<file path="src/rtl/spi_frame_tx.sv">
// MSB-first SPI frame transmitter (mode 0: data changes on falling clock, stable at rising edge).
// Optional macro SPI_TX_CS_GAP_EN adds a GAP state holding chip select high for CS_GAP clocks.
module spi_frame_tx #(
  parameter int WIDTH       = 16,
  parameter int HALF_PERIOD = 4,
  parameter int CS_GAP      = 2
) (
  input  logic             clock,
  input  logic             reset,
  input  logic [WIDTH-1:0] data_in,
  input  logic             data_valid,
  output logic             data_ready,
  output logic             busy,
  output logic             spi_cs,
  output logic             spi_clock,
  output logic             spi_data
);

  localparam int HW = $clog2(HALF_PERIOD + 1);
  localparam int BW = $clog2(WIDTH);
  localparam logic [HW-1:0] HALF_LOAD = HW'(HALF_PERIOD - 1);
  localparam logic [HW-1:0] HALF_ONE  = HW'(1);
  localparam logic [BW-1:0] BIT_LOAD  = BW'(WIDTH - 1);
  localparam logic [BW-1:0] BIT_ONE   = BW'(1);

`ifdef SPI_TX_CS_GAP_EN
  typedef enum logic [2:0] {IDLE, SETUP, HIGH, LOW, HOLD, GAP} state_t;
  localparam int GW = $clog2(CS_GAP + 1);
  localparam logic [GW-1:0] GAP_LOAD = GW'(CS_GAP - 1);
  localparam logic [GW-1:0] GAP_ONE  = GW'(1);
  logic [GW-1:0] gap_count;
`else
  typedef enum logic [2:0] {IDLE, SETUP, HIGH, LOW, HOLD} state_t;
`endif

  state_t           state;
  logic [WIDTH-1:0] shift;
  logic [BW-1:0]    bit_count;
  logic [HW-1:0]    half_count;

  always_ff @(posedge clock) begin
    if (reset) begin
      state      <= IDLE;
      shift      <= '0;
      bit_count  <= '0;
      half_count <= '0;
      data_ready <= 1'b1;
      busy       <= 1'b0;
      spi_cs     <= 1'b1;
      spi_clock  <= 1'b0;
      spi_data   <= 1'b0;
`ifdef SPI_TX_CS_GAP_EN
      gap_count  <= '0;
`endif
    end else begin
      case (state)
        IDLE: begin
          // data_ready is 1 throughout IDLE, so valid alone completes the handshake
          if (data_valid) begin
            shift      <= data_in;
            bit_count  <= BIT_LOAD;
            half_count <= HALF_LOAD;
            state      <= SETUP;
            data_ready <= 1'b0;
            busy       <= 1'b1;
            spi_cs     <= 1'b0;
            spi_data   <= data_in[WIDTH-1];
          end
        end
        SETUP: begin
          if (half_count == '0) begin
            state      <= HIGH;
            half_count <= HALF_LOAD;
            spi_clock  <= 1'b1;
          end else begin
            half_count <= half_count - HALF_ONE;
          end
        end
        HIGH: begin
          if (half_count == '0) begin
            half_count <= HALF_LOAD;
            spi_clock  <= 1'b0;
            if (bit_count == '0) begin
              state <= HOLD;
            end else begin
              // next bit is presented on the falling edge
              state     <= LOW;
              shift     <= shift << 1;
              spi_data  <= shift[WIDTH-2];
              bit_count <= bit_count - BIT_ONE;
            end
          end else begin
            half_count <= half_count - HALF_ONE;
          end
        end
        LOW: begin
          if (half_count == '0) begin
            state      <= HIGH;
            half_count <= HALF_LOAD;
            spi_clock  <= 1'b1;
          end else begin
            half_count <= half_count - HALF_ONE;
          end
        end
        HOLD: begin
          if (half_count == '0) begin
            half_count <= HALF_LOAD;
            spi_cs     <= 1'b1;
            busy       <= 1'b0;
            spi_data   <= 1'b0;
`ifdef SPI_TX_CS_GAP_EN
            state      <= GAP;
            gap_count  <= GAP_LOAD;
`else
            state      <= IDLE;
            data_ready <= 1'b1;
`endif
          end else begin
            half_count <= half_count - HALF_ONE;
          end
        end
`ifdef SPI_TX_CS_GAP_EN
        GAP: begin
          if (gap_count == '0) begin
            state      <= IDLE;
            data_ready <= 1'b1;
          end else begin
            gap_count <= gap_count - GAP_ONE;
          end
        end
`endif
        default: state <= IDLE;
      endcase
    end
  end

endmodule
</file>
<file path="config.mk">
export PLATFORM = sky130hd
export DESIGN_NAME = spi_frame_tx
export DESIGN_NICKNAME = d
export VERILOG_FILES = /design/src/rtl/spi_frame_tx.sv
export SDC_FILE = /design/constraint.sdc
export NUM_CORES = 1
export LEC_CHECK = 0
export ABC_CLOCK_PERIOD_IN_PS = 2300
export CAP_MARGIN = 20
export CORE_MARGIN = 2
export CORE_UTILIZATION = 24
export DETAILED_ROUTE_END_ITERATION = 12
export PLACE_DENSITY_LB_ADDON = 0.1
export SLEW_MARGIN = 20
export SYNTH_ARGS = -nofsm -noshare
export SYNTH_HDL_FRONTEND = slang
export SYNTH_SLANG_ARGS = --single-unit
</file>
<file path="constraint.sdc">
create_clock -name clock -period 2.3 [get_ports clock]
set_input_delay 0.46 -clock clock [delete_from_list [all_inputs] [get_ports clock]]
set_output_delay 0.46 -clock clock [all_outputs]
set_load 0.05 [all_outputs]
</file>
==> flow_metrics.tcl <==
set metrics [dict create \
    finalCritPeriodShare 0.8771 \
    r2r_cells 7 \
    cts_hold_buf 0 \
    grt_pass1_vias 1364 \
    fin_skew_ns 0.003459 \
    fin_tns_setup_ns 0 \
    netlist.area_leader.share 0.3739 \
    clkTransAtPathRegs_ns 0.06 \
    hold_slack_ns 0.4725 \
    r2r_setup_slack_ns 0.28 \
    numCtsBuffers 5 \
    critPathCapture "shift[5]" \
    peakVddDrop_mv 0.2471 \
    status "complete, no violations" \
    synthArstFlopShare 0 \
    insertion_delay_ns 0.27 \
    r2r_start "half_count[0]" \
    cts_setup_buffers 0 \
    io_pins 24 \
    synth_warnings 0 \
    clockPowerShare 0.231 \
    die_w_um 84.44 \
    postSynthAreaPerCell_sq_um 8.303 \
    core_sq_um 6314 \
    p_switching_w 0.0005951 \
    seq_power_share 0.405 \
    finalMaxSlewViolations 0 \
    synth-seq-cells 29 \
    synthToLayoutAreaGrowth_pct 24.34 \
    antenna_found_initial 0 \
    final_area_sq_um 1931 \
    p_per_area_nw_per_um2 848.3 \
    ant_nets 0 \
    end_kind "register" \
    hold_depth 2 \
    cts_sinks 29 \
    netSwitchingFraction 0.3634 \
    gp_congestion 0.7406 \
    leakagePower_nw 0.7052 \
    p_int_w 0.001043 \
    max_clock_freq_mhz 495.7 \
    yosysSeqAreaShare 0.3739 \
    synth_cell_types 37 \
    via_per_inst 4.934 \
    synth_cells 187 \
    finalSetupViolCount 0 \
    start_util 0.2459 \
    synth_flop_cell "dfxtp_1" \
    drt_iter0_markers 116 \
    wl_per_cell_um 13.14 \
    hold_class "register to register" \
    grt_first_pass_wirelength_um 6389 \
    remaining_drc_errors 0 \
    cap_violations 0 \
    grt_usage 0.1112 \
    period_needed_ns 2.017 \
    max-slew-margin-rel 0.5792 \
    grt_overflow 0 \
    power_frac_comb 0.363 \
    cp_max_fo 15 \
    cp-startpoint "half_count[0]" \
    routed_wl_um 3757 \
    dieHeight_um 84.44 \
    worst_slew_pin_slew_ns 0.6306 \
    synthTopCellsByArea "dfxtp_1, a311oi_1, nand2_1" \
    synth_edf_count 0 \
    portBuffers 23 \
    vias 1411 \
    hold_viol 0 \
    synthesis.area_sq_um 1553 \
    placed_area_sq_um 1857 \
    dieArea_sq_um 7129 \
    reg2reg_to "shift[5]" \
    fin_util 0.3058 \
    crit_type "register to register" \
    crit_arrival_ns 2.13 \
    synth_fp_nets 209 \
    rsz0062_at_grt "false" \
    synth_top_area_cell "dfxtp_1" \
    finish.net_count 232 \
    firstDrtPassIters 4 \
    drive_gt1_frac 0.1196 \
    htree_num_levels 2 \
    num_rows 29 \
    num_antenna_cells 0 \
    grt_start_max_net_pins 30 \
    cts_max_path_buffers 2 \
    cts_tree "yes" \
    cp.required_ns 2.42 \
    hpwl_um 2579 \
    start_kind "register" \
    ctsResizeCount 0 \
    root_buffer "clkbuf_8" \
]
## layer usage
| metal | wire, um | track usage | part of all wire | vias up |
|---|---|---|---|---|
| met4 | 52 | 0.03896 | 0.014 | 0 |
| met1 | 1833 | 0.1414 | 0.49 | 660 |
| li1 | - | - | - | 722 |
| met3 | 142 | 0.03540 | 0.038 | 7 |
| met2 | 1728 | 0.1782 | 0.46 | 22 |
| met5 | 0 | 0 | 0 | - |
## registers in the layout, indices dropped and copies added, names as in the netlist
signal      count
bit_count       4
state           3
half_count      3
spi_data        1
spi_clock       1
busy            1
shift          15
spi_cs          1
## cell usage after synthesis (2+ instances only)
master / n
nor2_2: 2
ha_1: 3
buf_2: 7
o21bai_1: 2
nor2b_1: 3
a21oi_2: 4
clkbuf_1: 3
nor3_1: 4
a211oi_1: 5
a21oi_1: 21
nand2_1: 34
a31oi_1: 3
nor3b_1: 2
a221oi_1: 2
o21ai_0: 4
nand4_1: 2
buf_6: 3
a311oi_1: 17
nand2b_1: 4
dfxtp_1: 29
nor2_1: 11
inv_1: 5
buf_4: 3
## placed cells by master, fill, tap and decap left out, types with 5 or more instances in the layout
cell,instances
clkdlybuf4s50_1,23
nand2_1,34
inv_1,5
clkbuf_8,5
buf_4,8
a211oi_1,5
a21oi_1,21
nor2_1,11
a311oi_1,17
dfxtp_1,29
## power groups by stage
stage | combinational [W] | sequential [W] | clock, W
after floorplan | 0.000428 | 0.000691 | 0
after detailed placement | 0.000599 | 0.000674 | 0
after CTS | 0.000600 | 0.000664 | 0.000395
after global placement | 0.000588 | 0.000672 | 0
after global routing | 0.000661 | 0.000680 | 0.000411
final | 0.000595 | 0.000664 | 0.000379
## final cells by class
| cell class | instances | area [sq um] |
|---|---|---|
| fillers | 699 | 4383 |
| multi-input cells | 137 | 850.8 |
| flip-flops and latches | 29 | 580.6 |
| repair buffers | 32 | 310.3 |
| well taps | 77 | 96.34 |
| clock buffers | 5 | 68.82 |
| inverters | 5 | 18.77 |
| clock inverters | 1 | 5.005 |
## worst max-delay path, stage by stage (launching register included)
cell and delay [ns]:
dfxtp_1 0.32, inv_1 0.08, ha_1 0.22, nor2b_1 0.25, buf_4 0.20, a31oi_4 0.10
nor2_2 0.51, a311oi_1 0.17
## logic make-up (layout without fill, tap and decap cells)
| family | after synthesis | in the layout | synth area share |
|---|---|---|---|
| buffers and inverters | 21 | 43 | 0.07816 |
| XOR/XNOR | 2 | 2 | 0.01128 |
| AND/OR/NAND/NOR | 67 | 67 | 0.2095 |
| adder cells (fa/ha/maj) | 3 | 3 | 0.02418 |
| AO/OA/AOI/OAI | 64 | 64 | 0.2965 |
| multiplexers | 1 | 1 | 0.006447 |
| flip-flops | 29 | 29 | 0.3739 |
## worst min path at each step
stage,startpoint,end,slack [ns]
floorplan,half_count[0],half_count[0],0.45
global route,shift[0],shift[1],0.50
global placement,spi_data,spi_data,0.46
detailed placement,shift[9],shift[10],0.47
finish,shift[10],shift[11],0.47
CTS,shift[10],shift[11],0.47
## metrics by stage
stage	setup WS, ns	total power, W	instances
floorplan	0.5480	0.001119	187
global placement	0.1505	0.001259	280
detailed placement	0.1157	0.001272	280
CTS	0.2361	0.001659	286
global route	0.04358	0.001752	286
finish	0.2828	0.001638	286
Power figures use the tool's default switching activity.
